===== src/rtl/dc_segment_gen.sv =====
// dc_segment_gen: builds the delay-compensation distributed-data segment
// (link delay, status, topology ID) and drives it one byte per data slot.
module dc_segment_gen #(
    parameter int DELAY_WIDTH  = 32,
    parameter int PERIOD_SLOTS = 0
) (
    input  logic                   clk,
    input  logic                   rst_n,
    input  logic                   slot,
    input  logic                   send,
    input  logic [7:0]             dbus_bits,
    input  logic [DELAY_WIDTH-1:0] delay,
    input  logic [2:0]             status,
    input  logic [31:0]            topoid,
    output logic [7:0]             tx_data,
    output logic                   tx_isk,
    output logic                   tx_valid,
    output logic                   busy,
    output logic                   done
);
    localparam logic [7:0]  K28_2         = 8'h5C;
    localparam logic [7:0]  K28_1         = 8'h3C;
    localparam logic [7:0]  ADDR_BYTE     = 8'hFF;
    localparam logic [31:0] PERIOD_RELOAD = (PERIOD_SLOTS > 0) ? 32'(PERIOD_SLOTS - 1) : 32'd0;

    // state_q names the phase of the byte currently presented on tx_data.
    typedef enum logic [2:0] {
        S_IDLE, S_START, S_ADDR, S_DATA, S_STOP, S_SUM_HI, S_SUM_LO
    } state_t;

    state_t        state_q, state_d;
    logic [3:0]    cnt_q, cnt_d;
    logic [127:0]  payload_q, payload_d;
    logic [15:0]   csum_q, csum_d;
    logic [7:0]    tx_data_q, data_d;
    logic          tx_isk_q, isk_d;
    logic          tx_valid_q;
    logic          done_q;
    logic          pending_q, pending_d;
    logic [31:0]   per_cnt_q, per_cnt_d;
    logic          start;
    logic          expire;
    logic [31:0]   delay_ext;

    always_comb begin
        delay_ext = '0;
        delay_ext[DELAY_WIDTH-1:0] = delay;
    end

    // Byte sequencer: everything advances only on slot cycles.
    always_comb begin
        state_d   = state_q;
        cnt_d     = cnt_q;
        payload_d = payload_q;
        csum_d    = csum_q;
        data_d    = tx_data_q;
        isk_d     = tx_isk_q;
        start     = 1'b0;
        if (slot) begin
            isk_d = 1'b0;
            unique case (state_q)
                S_IDLE: begin
                    if (pending_q || send) begin
                        start     = 1'b1;
                        state_d   = S_START;
                        data_d    = K28_2;
                        isk_d     = 1'b1;
                        payload_d = {delay_ext, 29'd0, status, 32'd0, topoid};
                        csum_d    = 16'hFFFF;
                    end else begin
                        data_d = dbus_bits;
                    end
                end
                S_START: begin
                    state_d = S_ADDR;
                    data_d  = ADDR_BYTE;
                    csum_d  = csum_q - {8'd0, ADDR_BYTE};
                end
                S_ADDR: begin
                    state_d = S_DATA;
                    cnt_d   = 4'd15;
                    data_d  = payload_q[127:120];
                    csum_d  = csum_q - {8'd0, payload_q[127:120]};
                end
                S_DATA: begin
                    if (cnt_q == 4'd0) begin
                        state_d = S_STOP;
                        data_d  = K28_1;
                        isk_d   = 1'b1;
                    end else begin
                        cnt_d  = cnt_q - 4'd1;
                        data_d = payload_q[{cnt_d, 3'b000} +: 8];
                        csum_d = csum_q - {8'd0, data_d};
                    end
                end
                S_STOP: begin
                    state_d = S_SUM_HI;
                    data_d  = csum_q[15:8];
                end
                S_SUM_HI: begin
                    state_d = S_SUM_LO;
                    data_d  = csum_q[7:0];
                end
                S_SUM_LO: begin
                    state_d = S_IDLE;
                    data_d  = dbus_bits;
                end
                default: begin
                    state_d = S_IDLE;
                    data_d  = dbus_bits;
                end
            endcase
        end
    end

    // Period counter raises a request on the slot it reaches zero, so the
    // following slot can issue START exactly PERIOD_SLOTS after the last one.
    always_comb begin
        per_cnt_d = per_cnt_q;
        expire    = 1'b0;
        if (PERIOD_SLOTS != 0 && slot) begin
            if (start) begin
                per_cnt_d = PERIOD_RELOAD;
                expire    = (PERIOD_SLOTS == 1);
            end else if (per_cnt_q != 32'd0) begin
                per_cnt_d = per_cnt_q - 32'd1;
                expire    = (per_cnt_q == 32'd1);
            end
        end
        pending_d = start ? expire : (pending_q | send | expire);
    end

    always_ff @(posedge clk) begin
        if (!rst_n) begin
            state_q    <= S_IDLE;
            cnt_q      <= 4'd0;
            payload_q  <= '0;
            csum_q     <= 16'hFFFF;
            tx_data_q  <= 8'h00;
            tx_isk_q   <= 1'b0;
            tx_valid_q <= 1'b0;
            done_q     <= 1'b0;
            pending_q  <= 1'b0;
            per_cnt_q  <= PERIOD_RELOAD;
        end else begin
            state_q    <= state_d;
            cnt_q      <= cnt_d;
            payload_q  <= payload_d;
            csum_q     <= csum_d;
            tx_data_q  <= data_d;
            tx_isk_q   <= isk_d;
            tx_valid_q <= slot;
            done_q     <= slot && (state_d == S_SUM_LO);
            pending_q  <= pending_d;
            per_cnt_q  <= per_cnt_d;
        end
    end

    // tx_valid is a one-clk strobe after every slot edge; the consumer has no
    // way to stall, so tx_data/tx_isk must be taken while tx_valid is high.
    assign tx_data  = tx_data_q;
    assign tx_isk   = tx_isk_q;
    assign tx_valid = tx_valid_q;
    assign busy     = (state_q != S_IDLE);
    assign done     = done_q;

endmodule

===== config.mk =====
export PLATFORM = sky130hd
export DESIGN_NAME = dc_segment_gen
export DESIGN_NICKNAME = d
export VERILOG_FILES = /design/src/rtl/dc_segment_gen.sv
export SDC_FILE = /design/constraint.sdc
export NUM_CORES = 1
export LEC_CHECK = 0
export ABC_AREA = 1
export ABC_CLOCK_PERIOD_IN_PS = 3300
export BUFFER_PORTS_ARGS = -buffer_cell sky130_fd_sc_hd__buf_4
export CAP_MARGIN = 10
export CORE_MARGIN = 2
export CORE_UTILIZATION = 51
export CTS_CLUSTER_DIAMETER = 150
export DETAILED_ROUTE_END_ITERATION = 16
export MAX_ROUTING_LAYER = met4
export PLACE_DENSITY = 0.72
export SLEW_MARGIN = 20
export SYNTH_ARGS = -nofsm -noshare
export SYNTH_HDL_FRONTEND = slang
export SYNTH_SLANG_ARGS = --single-unit

===== constraint.sdc =====
create_clock -name clk -period 3.3 [get_ports clk]
set_input_delay 0.825 -clock clk [delete_from_list [all_inputs] [get_ports clk]]
set_output_delay 0.825 -clock clk [all_outputs]
set_load 0.02 [all_outputs]

-- After elaboration in Yosys (flattened, before gate mapping)
Index checks and enable logic that the tools add are counted.
- flip-flop bits (word level): 102
- equal/unequal tests: 8
- bitwise logic cells: 2
- add/sub/neg operators: 4
- mux-type cells: 17
- shift operators: 1
- reductions and logical operators: 11
- operators with widths (cell ; number):
    $shiftx 128x8->8 ; 1
    $pmux 16 s4 ; 1
    $pmux 8 s6 ; 1
    $mux 16 ; 2
    $sub 16x8->16 ; 2
    $pmux 3 s6 ; 1
    $mux 8 ; 2
    $sub 16x8->16 const B ; 1
    $eq 3x3->1 const B ; 3
    $mux 3 ; 3
    $pmux 4 s2 ; 1
    $eq 3x2->1 const B ; 2
    $reduce_and 3->1 ; 2
    $logic_not 4->1 ; 1
    $mux 1 ; 4
    $mux 4 ; 1
    $ne 2x2->1 const B ; 2
    $reduce_and 4->1 ; 1
    $reduce_bool 4->1 ; 1
    $sub 4x1->4 const B ; 1
    $eq 3x1->1 const B ; 1
    $logic_not 3->1 ; 1
    $reduce_bool 3->1 ; 1
    $pmux 1 s2 ; 1
    other kinds (6) ; 6

-- Depth between registers and ports, before layout
Gate-level depths: netlist of run 1.
- depth in word-level cells: 6
- mapped depth: 24
- gate-level depth less buffers: 23

-- Worst setup path after synthesis of run 1
OpenSTA, ideal clock, no wires.
- path type: register to register
- from: reg cnt_q[0]
- to: reg csum_q[9]
- data required time: 3179 ps
- clock period less this slack: 3156 ps
- path buffers: 2
- arrival: 3035 ps
- cell stages (with the launch flop): 23
- path slack: 144 ps
- cell sequence: dfxtp_1 -> clkinv_1 -> clkbuf_1 -> ha_1 -> inv_1 -> clkbuf_1 -> nand3_1 -> nand2_1 -> nand2_1 -> nand2_1 -> nand2_1 -> nand2_1 -> nor2_1 -> ha_1 -> nand2_1 -> o21ai_0 -> nand2_1 -> nand2_1 -> nand2_1 -> nand2_1 -> nand2_1 -> nand2_1 -> nand2_1
- cells in the longest elaborated chain, start to end: 5
- ends and longest elaborated chain (element ; RTL line ; source):
    from (decl) ; 32 ; logic [3:0] cnt_q, cnt_d;
    from (signal assigned) ; 147 ; cnt_q <= cnt_d;
    $sub 4x1->4 ; 91 ; cnt_d = cnt_q - 4'd1;
    $shiftx 128x8->8 ; 92 ; data_d = payload_q[{cnt_d, 3'b000} +: 8];
    $sub 16x8->16 ; 93 ; csum_d = csum_q - {8'd0, data_d};
    $mux 16 ; 86 ; if (cnt_q == 4'd0) begin
    $pmux 16 s4 ; 61 ; unique case (state_q)
    to (signal assigned) ; 149 ; csum_q <= csum_d;
    to (decl) ; 34 ; logic [15:0] csum_q, csum_d;
Several ways; a longest one is shown, not always the timed one. The select of a mux whose other input is x is not followed.
A chain may end at the register's enable or synchronous reset.

-- Worst setup path in the final report of run 1
Same ends and word-level chain as after synthesis.

==> qor.yml, run 1 <==
run_status:
  status: "finished clean"
logic_synthesis:
  yosysUniqueCellTypes: 34
  syn_area_um2: 5450
  ys_ff_latch: 102
  synth.yosys.seq_area_share_pct: 37.4
  synth_fp_nets: 926
  yosysWarnings: 0
  async_reset_ff_share_pct: 0
  ys_top_cells_by_area: "dfxtp_1 37%, nand2_1 15%, a21oi_1 7.9%, nand3_1 7.3%, inv_1 6.5%"
  netlist_instances: 837
  synth_edf_count: 0
  synth_top_area_share_pct: 37.4
  syn_avg_cell_area_um2: 6.51
  ys.flop_type: "dfxtp_1"
  synth_top_area_cell: "dfxtp_1"
floorplan:
  fp-row-count: 37
  die_h_um: 107
  die-width_um: 107
  core_area_um2: 10400
  ios: 91
  start_util_pct: 52.6
  die_area_um2: 11500
clock_tree:
  cts.sinks: 102
  clkSlewWorstSetupHoldPaths_ns: 0.09
  clock_latency_ns: 0.39
  clk_path_buf_depth: 2
  cts.root.buffer_cell: "clkbuf_8"
  postCtsSetupBuffers: 0
  tritoncts: "built"
  postCtsResizedCells: 0
  numCtsBuffers: 9
  cts-hold-fix-buffers: 0
  htree_levels: 3
routing:
  first_pass_iters: 5
  ant_nets: 0
  num_vias: 5519
  routed_via_density: 5.25
  route.detailed.drc: 0
  routed_wl_um: 14700
  drt_iter0_drc: 441
  wire_per_inst_um: 14.0
global_route:
  grt_pass1_wl_um: 24900
  grt_overflow_total: 0
  first_global_vias: 5306
  antenna_found_initial: 0
  groute.usage.overall_pct: 27.8
  grt_max_degree: 77
layout:
  nets: 999
  area_delta_synth_final_pct: 16.9
  diodes: 0
  drive_gt1_share_pct: 15.0
  final_core_util_pct: 61.5
critical_path:
  regToRegEndpoint: "csum_q[9]$_SDFFE_PN1P_"
  cp-end-kind: "flop"
  reg2reg_depth: 20
  worstPathMaxFanout: 20
  required_ns: 3.58
  rr_startpoint: "cnt_q[0]$_SDFFE_PN0P_"
  crit_path_start_kind: "flop"
  cp.arrival_ns: 3.23
  reg2reg_slack_ns: 0.35
  crit_type: "reg -> reg"
flow_run:
  maxCapViolations: 0
timing:
  slew_viol_final: 0
  fin_skew_ns: 0.00942
  maxSlewHeadroom_pct: 58.0
  hold_violations: 0
  clock.fmax_ghz: 0.339
  worstMarginPinSlew_ns: 0.630
  grt_setup_unrepaired: "no"
  fin_crit_sh_pct: 89.4
  setup_violations: 0
  post-route-min-period_ns: 2.95
  fin_tns_setup_ns: 0
min_path:
  hold_start: "payload_q[24]$_SDFFE_PN0P_"
  hold_path_depth: 2
  hold_path_class: "reg -> reg"
  hold_end: "payload_q[24]$_SDFFE_PN0P_"
pwr:
  p_leak_nw: 3.10
  power_density_nw_per_um2: 458
  irDropWorstVdd_v: 0.000382
placed_design:
  routabilityCongestion: 0.896
  dpl.hpwl_um: 11100
  port_buffers: 90
[worst max-delay path by stage]
stage,slack [ns],startpoint,end
floorplan,0.14,cnt_q[0]$_SDFFE_PN0P_,csum_q[9]$_SDFFE_PN1P_
global placement,0.32,cnt_q[0]$_SDFFE_PN0P_,csum_q[9]$_SDFFE_PN1P_
detailed placement,0.13,cnt_q[0]$_SDFFE_PN0P_,csum_q[9]$_SDFFE_PN1P_
CTS,0.1,cnt_q[0]$_SDFFE_PN0P_,csum_q[9]$_SDFFE_PN1P_
global route,0.007,cnt_q[0]$_SDFFE_PN0P_,csum_q[10]$_SDFFE_PN1P_
finish,0.35,cnt_q[0]$_SDFFE_PN0P_,csum_q[9]$_SDFFE_PN1P_
[state kept, by name, summed over array words and instances (netlist names)]
name	flops
tx_data	8
tx_valid	1
done	1
payload_q	67
state_q	3
csum_q	16
tx_isk	1
pending_q	1
cnt_q	4
[critical path, cell delays in order (launching register included)]
cell,delay [ns]
dfxtp_1,0.35
clkinv_1,0.09
ha_1,0.33
buf_6,0.20
nand3_1,0.11
nor2_1,0.13
nor2_1,0.06
nand2_1,0.06
nand2_1,0.07
nand2_1,0.06
nor2_1,0.04
ha_1,0.37
nand2_1,0.08
o21ai_2,0.20
nand2_1,0.12
nand2_1,0.15
nand2_1,0.15
nand2_1,0.10
nand2_1,0.05
nand2_1,0.05
nand2_1,0.04
[kinds of logic (layout without fill, tap and decap cells)]
logic type / after synthesis / count (layout) / share of synthesized area [%]
AO/OA/AOI/OAI: 189 / 189 / 17.9
XOR/XNOR: 2 / 2 / 0.321
adder cells (fa/ha/maj): 10 / 10 / 2.43
buffers and inverters: 141 / 219 / 11.7
flip-flops: 102 / 102 / 37.4
AND/OR/NAND/NOR: 393 / 393 / 30.2
[cell usage after synthesis, types with 6 or more instances]
cell / count
nand2_1: 216
buf_6: 12
inv_1: 95
clkbuf_1: 18
nand3_1: 80
inv_2: 6
o21ai_0: 44
dfxtp_1: 102
a21oi_1: 86
nor2_1: 80
ha_1: 9
o21ai_1: 46
[layer usage]
layer | vias to the layer above | wire [um] | track usage, %
met1 | 2505 | 6850 | 36.5
li1 | 2843 | - | -
met2 | 144 | 6770 | 44.1
met4 | 0 | 333 | 8.61
met3 | 27 | 763 | 4.78
met5 | - | 0 | -
[cells in the final DEF (no fill, tap or decap), drive strengths merged]
cell,n
clkbuf,9
nand3,80
or2,1
clkinv,6
dfxtp,102
a21o,1
a21boi,4
nor2,86
ha,9
o31ai,1
o211ai,1
nand2,219
nand4,5
xnor2,1
nand3b,1
buf,101
o221ai,1
xor2,1
and3,1
bufinv,1
a211oi,2
fa,1
a31oi,3
inv,102
o21ai,90
a21oi,86
[where the power goes]
part           leakage, nW  switching [mW]  internal (mW)
Combinational         2.16           0.449          0.277
Clock                0.104           0.448          0.353
Sequential           0.840          0.0547           1.34
Total                 3.10           0.952           1.97
[final cells by class]
type | count | area, um^2
Clock buffer | 9 | 124
Clock inverter | 7 | 71.3
Fill cell | 1001 | 3990
Inverter | 102 | 384
Multi-Input combinational cell | 594 | 2790
Sequential cell | 102 | 2040
Tap cell | 136 | 170
Timing Repair Buffer | 101 | 795
[stage by stage]
step / power (mW) / hold slack (ns) / std cells / worst slack (ns) / area, um^2
after CTS: 2.93 / 0.461 / 1051 / 0.0995 / 6350
after detailed placement: 2.13 / 0.445 / 1035 / 0.129 / 6150
final: 2.92 / 0.456 / 1051 / 0.350 / 6380
after global routing: 3.10 / 0.481 / 1051 / 0.00675 / 6380
after global placement: 2.11 / 0.442 / 1035 / 0.319 / 6150
after floorplan: 1.91 / 0.429 / 837 / 0.144 / 5450
(Power assumes the default switching activity.)
==> inputs of run 2 (changes only) <==
Settings changed: ABC_CLOCK_PERIOD_IN_PS 3300 to 2350.
Clock period 3.3 ns to 2.35 ns, I/O delays scaled along.
==> run 2 against run 1 <==
Core utilization grew 13 points. Power increased by 61%. Cell count up 8.9%. Via count rose by 8.7%. The flow now finishes with violations (negative setup slack). Clock skew rose by 0.0038 ns. Sequential cell count did not move. Critical path type unchanged. Sequential power is 41% higher. Sequential share of layout area down 5.5 points. Fmax grew 8.2%. First-iteration DRC count rose by 24%.
==> qor.yml, run 2 (same netlist as run 1, synthesis figures left out) <==
routing:
  route.detailed.drc: 0  # unchanged
  num_vias: 6000  # +8.7%
  first_pass_iters: 5  # unchanged
  ant_nets: 0  # unchanged
  routed_via_density: 5.24  # -0.21%
  drt_iter0_drc: 545  # +24%
  wire_per_inst_um: 14.8  # +6.0%
  routed_wl_um: 17000  # +16%
timing:
  fin_crit_sh_pct: 116  # +27 points
  setup_violations: 17  # +17
  fin_skew_ns: 0.0132  # +0.00378 ns
  post-route-min-period_ns: 2.73  # -0.224 ns
  grt_setup_unrepaired: "yes"
  hold-worst-slack_ns: 0.431  # -0.0258 ns
  slew_viol_final: 0  # unchanged
  hold_violations: 0  # unchanged
  worstMarginPinSlew_ns: 0.579  # -0.0510 ns
  setup_slack_ns: -0.376  # -0.726 ns
  fin_tns_setup_ns: -5.09  # -5.09 ns
  clock.fmax_ghz: 0.367  # +8.2%
  maxSlewHeadroom_pct: 61.3  # +3.4 points
run_status:
  violations: "negative setup slack"
  status: "complete, but fails checks"
placed_design:
  dp_slack_ns: -0.383  # -0.512 ns
  port_buffers: 90  # unchanged
  routabilityCongestion: 0.952  # +6.3%
  dpl.hpwl_um: 11900  # +6.5%
layout:
  largest_register_ffs: 67  # unchanged
  layout_commonest_cell: "nand2_1"
  diodes: 0  # unchanged
  area_delta_synth_final_pct: 41.5
  largest_register: "payload_q"
  final_cell_mix: "176 x nand2_1, 174 x buf_4, 100 x dfxtp_1, 89 x inv_1, 78 x a21oi_1"
  final_core_util_pct: 74.4  # +13 points
  nets: 1094  # +9.5%
  drive_gt1_share_pct: 32.9  # +18 points
clock_tree:
  clkSlewWorstSetupHoldPaths_ns: 0.10  # about the same
  htree_levels: 3  # unchanged
  clock_latency_ns: 0.38  # about the same
  tritoncts: "built"
  cts.sinks: 102  # unchanged
  clk_path_buf_depth: 2  # unchanged
  cts.root.buffer_cell: "clkbuf_8"
  numCtsBuffers: 9  # unchanged
floorplan:
  ios: 91  # unchanged
  die-width_um: 107  # unchanged
  start_util_pct: 52.6  # unchanged
  fp-row-count: 37  # unchanged
  die_h_um: 107  # unchanged
  core_area_um2: 10400  # unchanged
  die_area_um2: 11500  # unchanged
critical_path:
  crit_type: "reg -> reg"
  cp-endpoint: "csum_q[10]$_SDFFE_PN1P_"
  regToRegEndpoint: "csum_q[10]$_SDFFE_PN1P_"
  reg2reg_depth: 22  # +10%
  cp-end-kind: "flop"
  rr_startpoint: "cnt_q[0]$_SDFFE_PN0P_"
  worstPathMaxFanout: 7  # -65%
  crit_start: "cnt_q[0]$_SDFFE_PN0P_"
  cp.arrival_ns: 2.98  # -0.25 ns
  reg2reg_slack_ns: -0.38  # -0.73 ns
  crit_path_start_kind: "flop"
  required_ns: 2.60  # -0.98 ns
flow_run:
  maxCapViolations: 0  # unchanged
pwr:
  power_density_nw_per_um2: 610  # +33%
  irDropWorstVdd_v: 0.000382  # -0.15%
  p_leak_nw: 3.69  # +19%
global_route:
  grt_overflow_total: 0  # unchanged
  antenna_found_initial: 0  # unchanged
  grt_max_degree: 72  # -6.5%
  groute.usage.overall_pct: 30.3  # +2.5 points
  first_global_vias: 5707  # +7.6%
  grt_pass1_wl_um: 26900  # +8.1%
min_path:
  hold_path_class: "in -> reg"
  hold_path_depth: 3  # +1
run 2: cell type report:
type                    count  area, um^2
repair buffers            196        1610
inverters                 102         399
fillers                   827        2650
well taps                 136         170
clock buffers              10         138
flip-flops and latches    102        2040
clock inverters             5        82.6
multi-input cells         594        3270
run 2: how the worst min path moves through the flow:
stage / from / to / slack, ns
final: topoid[4] / payload_q[4]$_SDFFE_PN0P_ / 0.43
after global routing: topoid[11] / payload_q[11]$_SDFFE_PN0P_ / 0.43
after CTS: topoid[4] / payload_q[4]$_SDFFE_PN0P_ / 0.42
after detailed placement: payload_q[97]$_SDFFE_PN0P_ / payload_q[97]$_SDFFE_PN0P_ / 0.45
after global placement: csum_q[14]$_SDFFE_PN1P_ / csum_q[14]$_SDFFE_PN1P_ / 0.44
after floorplan: csum_q[14]$_SDFFE_PN1P_ / csum_q[14]$_SDFFE_PN1P_ / 0.43
run 2: where the power goes:
group | switching, mW | internal, mW
Combinational | 0.832 | 0.681
Sequential | 0.0748 | 1.88
Clock | 0.616 | 0.628
run 2: what timing repair did:
item,in CTS,in global routing
setup endpoints to repair,14,19
resized for setup,32,96
hold buffers,0,0
gates cloned,2,0
setup buffers,40,16
pin swaps,30,45
run 2: per-stage QoR:
stage	total power, mW	instances	instance area, um^2
after CTS	4.51	1144	7370
after detailed placement	3.13	1087	6670
after global routing	4.94	1145	7720
after global placement	3.10	1087	6670
after floorplan	2.73	837	5570
final	4.71	1145	7720
run 2: worst max-delay path, stage by stage (launching register included):
cell	delay, ns
dfxtp_2	0.36
clkinv_4	0.07
ha_4	0.36
inv_8	0.06
buf_6	0.14
nand3_2	0.05
nand2_1	0.05
nand2_1	0.09
nand2_2	0.08
nand3_2	0.07
nand2_2	0.06
ha_4	0.17
fa_2	0.37
inv_2	0.08
nand3_2	0.07
nand3_2	0.09
nand2_2	0.08
nand3_4	0.09
nor2_4	0.05
nand2_1	0.05
nand2_1	0.04
nand2_1	0.07
nand3_1	0.05
run 2: layer usage:
| metal | GRT usage [%] | share of wire (%) | vias to the layer above |
|---|---|---|---|
| met5 | - | 0 | - |
| met2 | 47.8 | 45 | 200 |
| met3 | 4.06 | 6.2 | 25 |
| li1 | - | - | 3027 |
| met4 | 7.78 | 1.8 | 0 |
| met1 | 41.3 | 47 | 2748 |
==> inputs of run 3 (changes only) <==
Settings changed: PLACE_DENSITY 0.72 to unset, PLACE_DENSITY_LB_ADDON set to 0.05.
==> run 3 against run 2 <==
The flow still finishes with violations (negative setup slack). Non-clock buffer count shrank 20. Global-route usage shrank 1.1 points. Worst setup slack lost 0.040 ns. Via count shrank 1.3%. Sequential share of layout area grew 1.4 points. Sequential power is essentially flat. Final area shrank 5.0%. Largest cell class unchanged.
==> qor.yml, run 3 (same netlist as run 1, synthesis figures left out) <==
layout:
  layout_commonest_cell: "nand2_1"
  largest_register_ffs: 67  # unchanged
  drive_gt1_share_pct: 28.3  # -4.6 points
  fillCellCount: 879  # +6.3%
  final_cell_mix: "190 x nand2_1, 163 x buf_4, 100 x dfxtp_1, 92 x inv_1, 80 x a21oi_1"
  largest_register: "payload_q"
  diodes: 0  # unchanged
  area_delta_synth_final_pct: 34.4
  fin_cells: 1126  # -1.7%
  final_core_util_pct: 70.7  # -3.7 points
  nets: 1074  # -1.8%
pwr:
  p_int_mw: 2.95  # -7.6%
  seqPwrFrac_pct: 44.3  # +2.8 points
  power_density_nw_per_um2: 603  # -1.2%
  p_leak_nw: 3.52  # -4.6%
  combPwrFrac_pct: 31.8  # -0.3 points
  switching_share_pct: 33.3  # +1.0 points
  totalPowerFinal_mw: 4.42  # -6.2%
  p_switching_mw: 1.47  # -3.2%
  clkPwrFrac_pct: 23.9  # -2.5 points
  irDropWorstVdd_v: 0.000328  # -14%
routing:
  routed_via_density: 5.26  # +0.33%
  ant_nets: 0  # unchanged
  num_vias: 5920  # -1.3%
  routed_wl_um: 16300  # -4.0%
  first_pass_iters: 5  # unchanged
  drt_iter0_drc: 462  # -15%
  route.detailed.drc: 0  # unchanged
  wire_per_inst_um: 14.5  # -2.4%
clock_tree:
  cts.root.buffer_cell: "clkbuf_8"
  numCtsBuffers: 9  # unchanged
  clk_path_buf_depth: 2  # unchanged
  cts-hold-fix-buffers: 0  # unchanged
  cts.sinks: 102  # unchanged
  clkSlewWorstSetupHoldPaths_ns: 0.10  # about the same
  htree_levels: 3  # unchanged
  tritoncts: "built"
  clock_latency_ns: 0.38  # about the same
timing:
  setup_violations: 14  # -3
  hold-worst-slack_ns: 0.425  # -0.00542 ns
  fin_tns_setup_ns: -4.85  # +0.241 ns
  fin_skew_ns: 0.0111  # -0.00215 ns
  fin_crit_sh_pct: 118  # +1.7 points
  slew_viol_final: 0  # unchanged
  hold_violations: 0  # unchanged
  post-route-min-period_ns: 2.77  # +0.0397 ns
  grt_setup_unrepaired: "yes"
  setup_slack_ns: -0.415  # -0.0397 ns
  maxSlewHeadroom_pct: 67.0  # +5.7 points
  clock.fmax_ghz: 0.362  # -1.4%
  worstMarginPinSlew_ns: 0.493  # -0.0861 ns
critical_path:
  rr_startpoint: "cnt_q[0]$_SDFFE_PN0P_"
  cp_cell_sequence: "clkinv_4 -> ha_4 -> inv_8 -> nand3_1 -> nand2_1 -> nand2_1 -> nand2_1 -> nand2_2 -> nand2_1 -> nor2_1 -> ha_2 -> buf_6 -> nand3_2 -> nand3_2 -> nand2_2 -> nand3_4 -> nor2_4 -> nand3_2 -> nand2_2 -> nand3_1"
  required_ns: 2.62  # +0.02 ns
  worstPathMaxFanout: 16  # +9
  slowest_delay_ns: 0.38  # about the same
  cp-end-kind: "flop"
  cp.arrival_ns: 3.03  # +0.05 ns
  crit_path_start_kind: "flop"
  path_common_cell: "nand2_1"
  critPathSlowestCell: "ha_4"
  crit_type: "reg -> reg"
  reg2reg_slack_ns: -0.42  # -0.04 ns
  crit_start: "cnt_q[0]$_SDFFE_PN0P_"
global_route:
  first_global_vias: 5645  # -1.1%
  grt_max_degree: 40  # -44%
  groute.usage.overall_pct: 29.2  # -1.1 points
  grt_pass1_wl_um: 26100  # -3.0%
  grt_overflow_total: 0  # unchanged
  antenna_found_initial: 0  # unchanged
min_path:
  hold_path_class: "in -> reg"
  hold_start: "topoid[19]"
placed_design:
  dpl.cell_count: 1091  # +0.37%
  port_buffers: 90  # unchanged
  routabilityCongestion: 0.941  # -1.2%
  dpl.hpwl_um: 12100  # +1.8%
floorplan:
  fp-row-count: 37  # unchanged
  start_util_pct: 52.6  # unchanged
  die_area_um2: 11500  # unchanged
  ios: 91  # unchanged
  die_h_um: 107  # unchanged
  core_area_um2: 10400  # unchanged
  die-width_um: 107  # unchanged
flow_run:
  maxCapViolations: 0  # unchanged
run_status:
  violations: "negative setup slack"
  status: "complete, but fails checks"
-- run 3: what timing repair did --
action	CTS	global route
endpoints found under the setup margin	14	72
resized for setup	22	54
buffers inserted	11	7
gates cloned	0	1
pin swaps	15	34
-- run 3: critical path: cells and delay by family, from the launching register on --
family | cells | cell delay [ns]
AND/OR/NAND/NOR | 15 | 1.29
adder cells (fa/ha/maj) | 2 | 0.71
flip-flops | 1 | 0.37
buffers and inverters | 3 | 0.30
-- run 3: cell type report --
class	instances	area, um^2	share of cell area (%)
timing repair buffer	176	1410	19.2
clock buffer	11	151	2.07
multi-input combinational	594	3120	42.6
sequential	102	2040	27.9
clock inverter	5	33.8	0.461
tap	136	170	2.32
inverter	102	398	5.43
-- run 3: stage by stage --
stage | worst slack [ns] | cell area [um^2]
after floorplan | -0.254 | 5570
final | -0.415 | 7330
after detailed placement | -0.429 | 6670
after global placement | -0.334 | 6670
after global routing | -0.545 | 7330
after CTS | -0.340 | 7010
-- run 3: per-layer routing --
metal	track usage [%]	share of wire, %	vias up
met4	8.79	1.5	0
met1	38.7	46	2684
met5	-	0	-
met3	4.42	6.7	23
met2	46.4	45	217
li1	-	-	2996
-- run 3: power by group through the flow --
stage | combinational, mW | clock, mW | sequential, mW
final | 1.40 | 1.06 | 1.96
after global routing | 1.54 | 1.13 | 1.97
after CTS | 1.23 | 1.07 | 1.95
after detailed placement | 1.14 | 0 | 1.99
after global placement | 1.12 | 0 | 1.99
after floorplan | 0.742 | 0 | 1.99
-- run 3: worst paths after layout --
check | endpoint | depth (start not counted)
setup / recovery | csum_q[14]$_SDFFE_PN1P_ | 20
hold / removal | payload_q[19]$_SDFFE_PN0P_ | 3
setup reg to reg | csum_q[14]$_SDFFE_PN1P_ | 20
hold reg to reg | payload_q[114]$_SDFFE_PN0P_ | 2
